## src/rtl/dma_copy.sv

```systemverilog
// Single-channel word-copy DMA: SRC/DST/CNT/CTRL register port plus a master bus port.
// Optional macro DMA_COPY_IRQ_EN adds the IE bit and a registered completion interrupt.
module dma_copy (
  input  logic        clk,
  input  logic        rst_n,
  input  logic        stb,
  input  logic        we,
  input  logic [1:0]  addr,
  input  logic [31:0] data_in,
  output logic [31:0] data_out,
  output logic        ack,
  output logic        irq,
  output logic        m_stb,
  output logic        m_we,
  output logic [21:0] m_addr,
  input  logic [31:0] m_din,
  output logic [31:0] m_dout,
  input  logic        m_ack
);

  typedef enum logic [1:0] {IDLE, RD, WR, FIN} state_t;

  state_t      state_q, state_d;
  logic [21:0] src_q, src_d;
  logic [21:0] dst_q, dst_d;
  logic [15:0] cnt_q, cnt_d;
  logic        done_q, done_d;
  logic [31:0] buf_q, buf_d;
  logic        m_stb_q, m_stb_d;
  logic        m_we_q, m_we_d;
  logic [21:0] m_addr_q, m_addr_d;

  logic busy;
  logic reg_wr;
  logic ctrl_wr;
  logic ie;
  logic unused_hi;

  assign busy      = (state_q != IDLE);
  assign reg_wr    = stb & we;
  assign ctrl_wr   = reg_wr & (addr == 2'd3);
  assign ack       = stb;
  assign m_stb     = m_stb_q;
  assign m_we      = m_we_q;
  assign m_addr    = m_addr_q;
  assign m_dout    = buf_q;
  assign unused_hi = ^data_in[31:22];

  always_ff @(posedge clk) begin
    if (!rst_n) begin
      state_q  <= IDLE;
      src_q    <= '0;
      dst_q    <= '0;
      cnt_q    <= '0;
      done_q   <= 1'b0;
      buf_q    <= '0;
      m_stb_q  <= 1'b0;
      m_we_q   <= 1'b0;
      m_addr_q <= '0;
    end else begin
      state_q  <= state_d;
      src_q    <= src_d;
      dst_q    <= dst_d;
      cnt_q    <= cnt_d;
      done_q   <= done_d;
      buf_q    <= buf_d;
      m_stb_q  <= m_stb_d;
      m_we_q   <= m_we_d;
      m_addr_q <= m_addr_d;
    end
  end

  // Each bus cycle is issued from a cycle with m_stb low, which guarantees the idle gap.
  always_comb begin
    state_d  = state_q;
    src_d    = src_q;
    dst_d    = dst_q;
    cnt_d    = cnt_q;
    done_d   = done_q;
    buf_d    = buf_q;
    m_stb_d  = m_stb_q;
    m_we_d   = m_we_q;
    m_addr_d = m_addr_q;

    if (reg_wr && !busy) begin
      case (addr)
        2'd0:    src_d = data_in[21:0];
        2'd1:    dst_d = data_in[21:0];
        2'd2:    cnt_d = data_in[15:0];
        default: ;
      endcase
    end
    if (ctrl_wr && data_in[1]) done_d = 1'b0;

    case (state_q)
      IDLE: begin
        if (ctrl_wr && data_in[0]) state_d = (cnt_q != 16'd0) ? RD : FIN;
      end
      RD: begin
        if (!m_stb_q) begin
          m_stb_d  = 1'b1;
          m_we_d   = 1'b0;
          m_addr_d = src_q;
        end else if (m_ack) begin
          buf_d   = m_din;
          m_stb_d = 1'b0;
          state_d = WR;
        end
      end
      WR: begin
        if (!m_stb_q) begin
          m_stb_d  = 1'b1;
          m_we_d   = 1'b1;
          m_addr_d = dst_q;
        end else if (m_ack) begin
          m_stb_d = 1'b0;
          m_we_d  = 1'b0;
          src_d   = src_q + 22'd1;
          dst_d   = dst_q + 22'd1;
          cnt_d   = cnt_q - 16'd1;
          state_d = (cnt_q != 16'd1) ? RD : FIN;
        end
      end
      FIN: begin
        // Assigned after the clear above so a simultaneous clear loses.
        done_d  = 1'b1;
        state_d = IDLE;
      end
      default: state_d = IDLE;
    endcase
  end

  always_comb begin
    data_out = '0;
    case (addr)
      2'd0:    data_out = {10'd0, src_q};
      2'd1:    data_out = {10'd0, dst_q};
      2'd2:    data_out = {16'd0, cnt_q};
      default: data_out = {29'd0, ie, done_q, busy};
    endcase
  end

`ifdef DMA_COPY_IRQ_EN
  logic ie_q, ie_d;
  logic irq_q;

  always_comb begin
    ie_d = ie_q;
    if (ctrl_wr) ie_d = data_in[2];
  end

  always_ff @(posedge clk) begin
    if (!rst_n) begin
      ie_q  <= 1'b0;
      irq_q <= 1'b0;
    end else begin
      ie_q  <= ie_d;
      irq_q <= done_q & ie_q;
    end
  end

  assign ie  = ie_q;
  assign irq = irq_q;
`else
  assign ie  = 1'b0;
  assign irq = 1'b0;
`endif

endmodule

```

## config.mk

```make
export PLATFORM = sky130hd
export DESIGN_NAME = dma_copy
export DESIGN_NICKNAME = d
export VERILOG_FILES = /design/src/rtl/dma_copy.sv
export SDC_FILE = /design/constraint.sdc
export NUM_CORES = 1
export LEC_CHECK = 0
export ABC_AREA = 1
export BUFFER_PORTS_ARGS = -buffer_cell sky130_fd_sc_hd__clkbuf_2
export CORE_AREA = 2 2 127 129
export DETAILED_ROUTE_END_ITERATION = 6
export DIE_AREA = 0 0 129 131
export GPL_TIMING_DRIVEN = 0
export HOLD_SLACK_MARGIN = 0.08
export PLACE_DENSITY = 0.71
export SETUP_SLACK_MARGIN = 0.4
export SLEW_MARGIN = 20
export SYNTH_ARGS = -nofsm -noshare
export SYNTH_HDL_FRONTEND = slang
export SYNTH_SLANG_ARGS = --single-unit
```

## constraint.sdc

```tcl
create_clock -name clk -period 1.65 [get_ports clk]
set_clock_uncertainty 0.15 [all_clocks]
set_input_delay 0.0825 -clock clk [delete_from_list [all_inputs] [get_ports clk]]
set_output_delay 0.0825 -clock clk [all_outputs]
set_load 0.02 [all_outputs]
```

* Word level (Yosys, flattened, before mapping)
Cells that the tools add are included. Widths: inputs -> output; s select.
Operators by class: bitwise gates (word level) 2, shifts and indexed selects 0, equal/unequal tests 15, $mul 0, magnitude comparators 0, div/mod/pow operators 0, reduce and logical (&&, ||, !) cells 15, muxes and demuxes 35, $add $sub $neg 3
Operators with widths (number):
- $mux 22 | 12
- $mux 16 | 5
- $pmux 22 s3 | 1
- $add 22x1->22 const B | 2
- $pmux 22 s2 | 1
- $ne 16x1->1 const B | 1
- $reduce_bool 16->1 | 1
- $sub 16x1->16 const B | 1
- $mux 2 | 7
- $ne 2x2->1 const B | 7
- $reduce_and 3->1 | 3
- $eq 2x2->1 const B | 4
- $pmux 2 s4 | 1
- $mux 1 | 7
- $reduce_bool 2->1 | 3
- $reduce_and 5->1 | 1
- $eq 2x1->1 const B | 2
- $logic_not 2->1 | 2
- $logic_and 1x1->1 | 3
- $ne 3x3->1 const B | 1
- $and 1x1->1 | 2
- $pmux 1 s2 | 1
- $reduce_or 2->1 | 1
- $logic_not 1->1 | 1
Word-level totals: memory bits (read-only) 0, bits in registers 119, bits in latches 0, memories kept 0, memory bits (writable) 0, input port bits 71

* Depth between registers and ports, before layout
depth after elaboration 7, mapped depth 11, depth with buffers taken out 10

* Worst setup path before layout
Ideal clock, no wire load.
kind flip-flop to flip-flop, start reg state_q[0], end reg src_q[21], cell stages (with the launch flop) 12, path buffers 1, arrival time 1.549 ns, data required time 1.391 ns, setup slack -0.158 ns, path through dfxtp_1 inv_1 ha_1 nand3_1 inv_1 nand2_1 clkbuf_1 nand2_1 o21ai_0 a21oi_1 nand2_1 inv_1
On the way: word-level cells in the longest chain between the ends 7
Ends and longest elaborated chain:
- start: declaration | line 23 | state_t state_q, state_d;
- start signal: assignment | line 61 | state_q <= state_d;
- $reduce_bool 2->1 | line 39 | assign busy = (state_q != IDLE);
- $logic_not 1->1 | line 85 | if (reg_wr && !busy) begin
- $logic_and 1x1->1 | line 85
- $mux 22 | line 85
- $mux 22 | line 115 | end else if (m_ack) begin
- $mux 22 | line 111 | if (!m_stb_q) begin
- $mux 22 * | line 95 | case (state_q)
- end signal: assignment | line 62 | src_q <= src_d;
- end: declaration | line 24 | logic [21:0] src_q, src_d;
Mark *: on every way between the ends. The rest lies on a longest branch, timed or not. A chain may end at the register's enable or synchronous reset.

* Final worst setup path
start reg state_q[0], end reg dst_q[4]
On the way: word-level cells in the longest chain between the ends 7
Ends and longest elaborated chain:
- $reduce_bool 2->1 | line 39
- $logic_not 1->1 | line 85
- $logic_and 1x1->1 | line 85
- $mux 22 | line 85
- $mux 22 | line 115
- $mux 22 | line 111
- $mux 22 * | line 95
- end signal: assignment | line 63 | dst_q <= dst_d;
- end: declaration | line 25 | logic [21:0] dst_q, dst_d;
Marks and branches as above.

==> impl_metrics.env <==
export IMPL_clk_latency_ps=440
export IMPL_use_met1=0.452
export IMPL_grt_busiest_layer="met2"
export IMPL_rsz0062_at_grt="true"
export IMPL_yosysSeqAreaShare=0.345
export IMPL_antenna_found_initial=2
export IMPL_reg2reg_depth=11
export IMPL_synthAdderAreaFrac=0.0163
export IMPL_hpwl_mm=20.0
export IMPL_fin_setup_tns_ps=-21970
export IMPL_power_density_nw_per_um2=1040
export IMPL_swShare=0.375
export IMPL_place_congestion=1.02
export IMPL_fmax_mhz=465
export IMPL_synth_cell_types=30
export IMPL_hold_viol_final=0
export IMPL_routed_wl_mm=41.3
export IMPL_remaining_drc_errors=239
export IMPL_start_util=0.443
export IMPL_via_per_inst=6.41
export IMPL_grt_max_degree=17
export IMPL_outcome="complete, but fails checks"
export IMPL_synth_compound_area_share=0.219
export IMPL_endpoint_kind="flip-flop"
export IMPL_violations="DRC, setup timing"
export IMPL_overflow=0
export IMPL_worst_slew_pin_slew_ps=986
export IMPL_slew_viol_final=0
export IMPL_grtUsageMet2=0.596
export IMPL_nets=1512
export IMPL_relSlewSlack=0.343
export IMPL_wl_per_cell_um=24.9
export IMPL_io_pins=161
export IMPL_core_um2=15600
export IMPL_setup_viol=119
export IMPL_fp_dieW_um=129
export IMPL_synthXorXnorAreaFrac=0.00761
export IMPL_placed_cell_area_um2=8240
export IMPL_grt_pass1_wl_mm=47.3
export IMPL_drtPass1Iterations=7
export IMPL_final_common_cell="nand2_1"
export IMPL_crit_type="flip-flop to flip-flop"
export IMPL_cp_arrival_ps=2350
export IMPL_leakage_nw=5.17
export IMPL_synth_top_area_frac=0.345
export IMPL_root_buffer="clkbuf_16"
export IMPL_synthTopCellsByArea="dfxtp_1, nand2_1, a21oi_1, nand3_1, inv_1"
export IMPL_synth_seq_cells=119
export IMPL_cts_sinks=119
export IMPL_crit_required_ps=1850
export IMPL_syn_to_final_growth_pct=81.1
export IMPL_internal_power_mw=8.14
export IMPL_synthSimpleGateAreaFrac=0.299
export IMPL_drt_iter0_drc=2063
export IMPL_postSynthCellCount=1097
export IMPL_clockBufferDepth=2
export IMPL_maxCapViolations=0
export IMPL_pwr_share_comb=0.412
export IMPL_min_path_cells=6
export IMPL_final_cell_mix="nand2_1, clkbuf_2, buf_4"
export IMPL_synth_area_leader_cell="dfxtp_1"
export IMPL_clock_power_share=0.310
export IMPL_synth_top_family_by_area="simple AND/OR/NAND/NOR gates"
export IMPL_numPortBuffers=139
export IMPL_placementRows=46
export IMPL_fin_crit_ps=2150
export IMPL_clkTransAtPathRegs_ps=60
export IMPL_irDropWorstVdd_uv=948
export IMPL_grt_total_usage=0.374
export IMPL_synth_mux_area_frac=0
export IMPL_tritoncts="done"
export IMPL_cts_buffers=17
export IMPL_synth_avg_cell_area_um2=6.29
export IMPL_fin_area_um2=12500
export IMPL_start_kind="flip-flop"
export IMPL_holdCritPathClass="primary input to flip-flop"
export IMPL_setup_ws_ps=-502
export IMPL_drtAntennaViolNets=0
export IMPL_fillers=884
export IMPL_switchingPower_mw=4.89
export IMPL_dieArea_um2=16900
export IMPL_ctsHtreeMaxLevel=4
export IMPL_syn_area_um2=6910
export IMPL_die_h_um=131
export IMPL_crit_fanout=9
export IMPL_yosys_warnings=0
export IMPL_drive_above_1_share=0.461
export IMPL_pwr_share_seq=0.278
export IMPL_grtUsageMet3=0.117
export IMPL_first_global_vias=8631
export IMPL_fin_crit_sh=1.30
export IMPL_num_vias=10600
export IMPL_antenna_cells=0
## through the flow
step	power, mW	util	worst slack [ps]	hold WS, ps	instances
5_1_grt	13.3	0.802	-485	171	1660
3_3_place_gp	6.49	0.529	-217	190	1462
6_report	13.0	0.802	-502	182	1660
3_5_place_dp	6.52	0.529	-211	194	1462
4_1_cts	11.7	0.718	-136	4.96	1624
2_1_floorplan	5.60	-	126	84.7	1107
## path summary, 6_finish.rpt
path / start / to / slack, ps
setup / recovery: state_q[0] / dst_q[4] / -500
hold / removal: addr[1] / done_q / 180
setup reg to reg: state_q[0] / dst_q[4] / -500
hold reg to reg: m_dout[0] / m_dout[0] / 320
## synthesized netlist by cell type (all sizes together)
| cell type | n |
|---|---|
| nor3 | 4 |
| buf | 36 |
| a31oi | 25 |
| inv | 109 |
| clkbuf | 39 |
| a21boi | 1 |
| o2111ai | 2 |
| o21ai | 80 |
| o22ai | 6 |
| a21oi | 123 |
| nand2 | 304 |
| o211ai | 20 |
| o221ai | 13 |
| a211oi | 2 |
| xor2 | 2 |
| dfxtp | 119 |
| nor2 | 104 |
| or2 | 2 |
| ha | 9 |
| conb | 1 |
| nand4 | 10 |
| xnor2 | 4 |
| nand3 | 81 |
| clkinv | 1 |
## power by group through the flow
stage	clock [mW]	combinational (mW)	sequential, mW
floorplan	0	1.80	3.80
global placement	0	2.92	3.57
detailed placement	0	2.94	3.58
CTS	3.94	4.24	3.55
global route	4.12	5.54	3.64
finish	4.04	5.37	3.63
## final cells by class
class / count / area (um^2) / share of cell area
inverter: 110 / 517 / 0.0413
buffer: 75 / 898 / 0.0718
timing repair inverter: 1 / 6.26 / 0.000500
clock inverter: 9 / 149 / 0.0119
multi-input combinational: 803 / 5070 / 0.406
tap: 216 / 270 / 0.0216
timing repair buffer: 305 / 2600 / 0.208
sequential: 119 / 2530 / 0.202
clock buffer: 22 / 464 / 0.0371
## worst max-delay path: stages, from the launching register on
cell,delay (ps)
dfxtp_4,350
inv_4,70
ha_4,130
buf_12,130
inv_12,40
nor2_4,190
buf_6,150
inv_8,60
buf_16,150
nor2_2,300
o21ai_1,170
a21oi_1,170
## what timing repair did
| action | in CTS | in global routing |
|---|---|---|
| setup endpoints to repair | 141 | 143 |
| hold buffers | 57 | 0 |
| resized for setup | 339 | 315 |
| gates cloned | 12 | 7 |
| setup buffers | 62 | 29 |
| pin swaps | 39 | 77 |
| hold endpoints to repair | 96 | 0 |
## state kept, by name, indices dropped and copies added (netlist names)
register	flops
m_dout	32
state_q	2
cnt_q	16
dst_q	22
m_we	1
done_q	1
src_q	22
m_addr	22
m_stb	1
## cells by family (layout without fill, tap and decap cells)
| group | after synthesis | count (layout) |
|---|---|---|
| adder cells (fa/ha/maj) | 9 | 9 |
| other | 1 | 11 |
| XOR/XNOR | 6 | 6 |
| AO/OA/AOI/OAI | 272 | 272 |
| AND/OR/NAND/NOR | 505 | 505 |
| flip-flops | 119 | 119 |
| buffers and inverters | 185 | 522 |
## per-layer routing
metal	wire length (um)	vias to the layer above	part of all wire
met5	53	-	0.0013
met4	3940	4	0.095
met3	6390	443	0.15
met2	17500	1180	0.42
met1	13400	4715	0.32
li1	-	4300	-
Power figures use the tool's default switching activity.
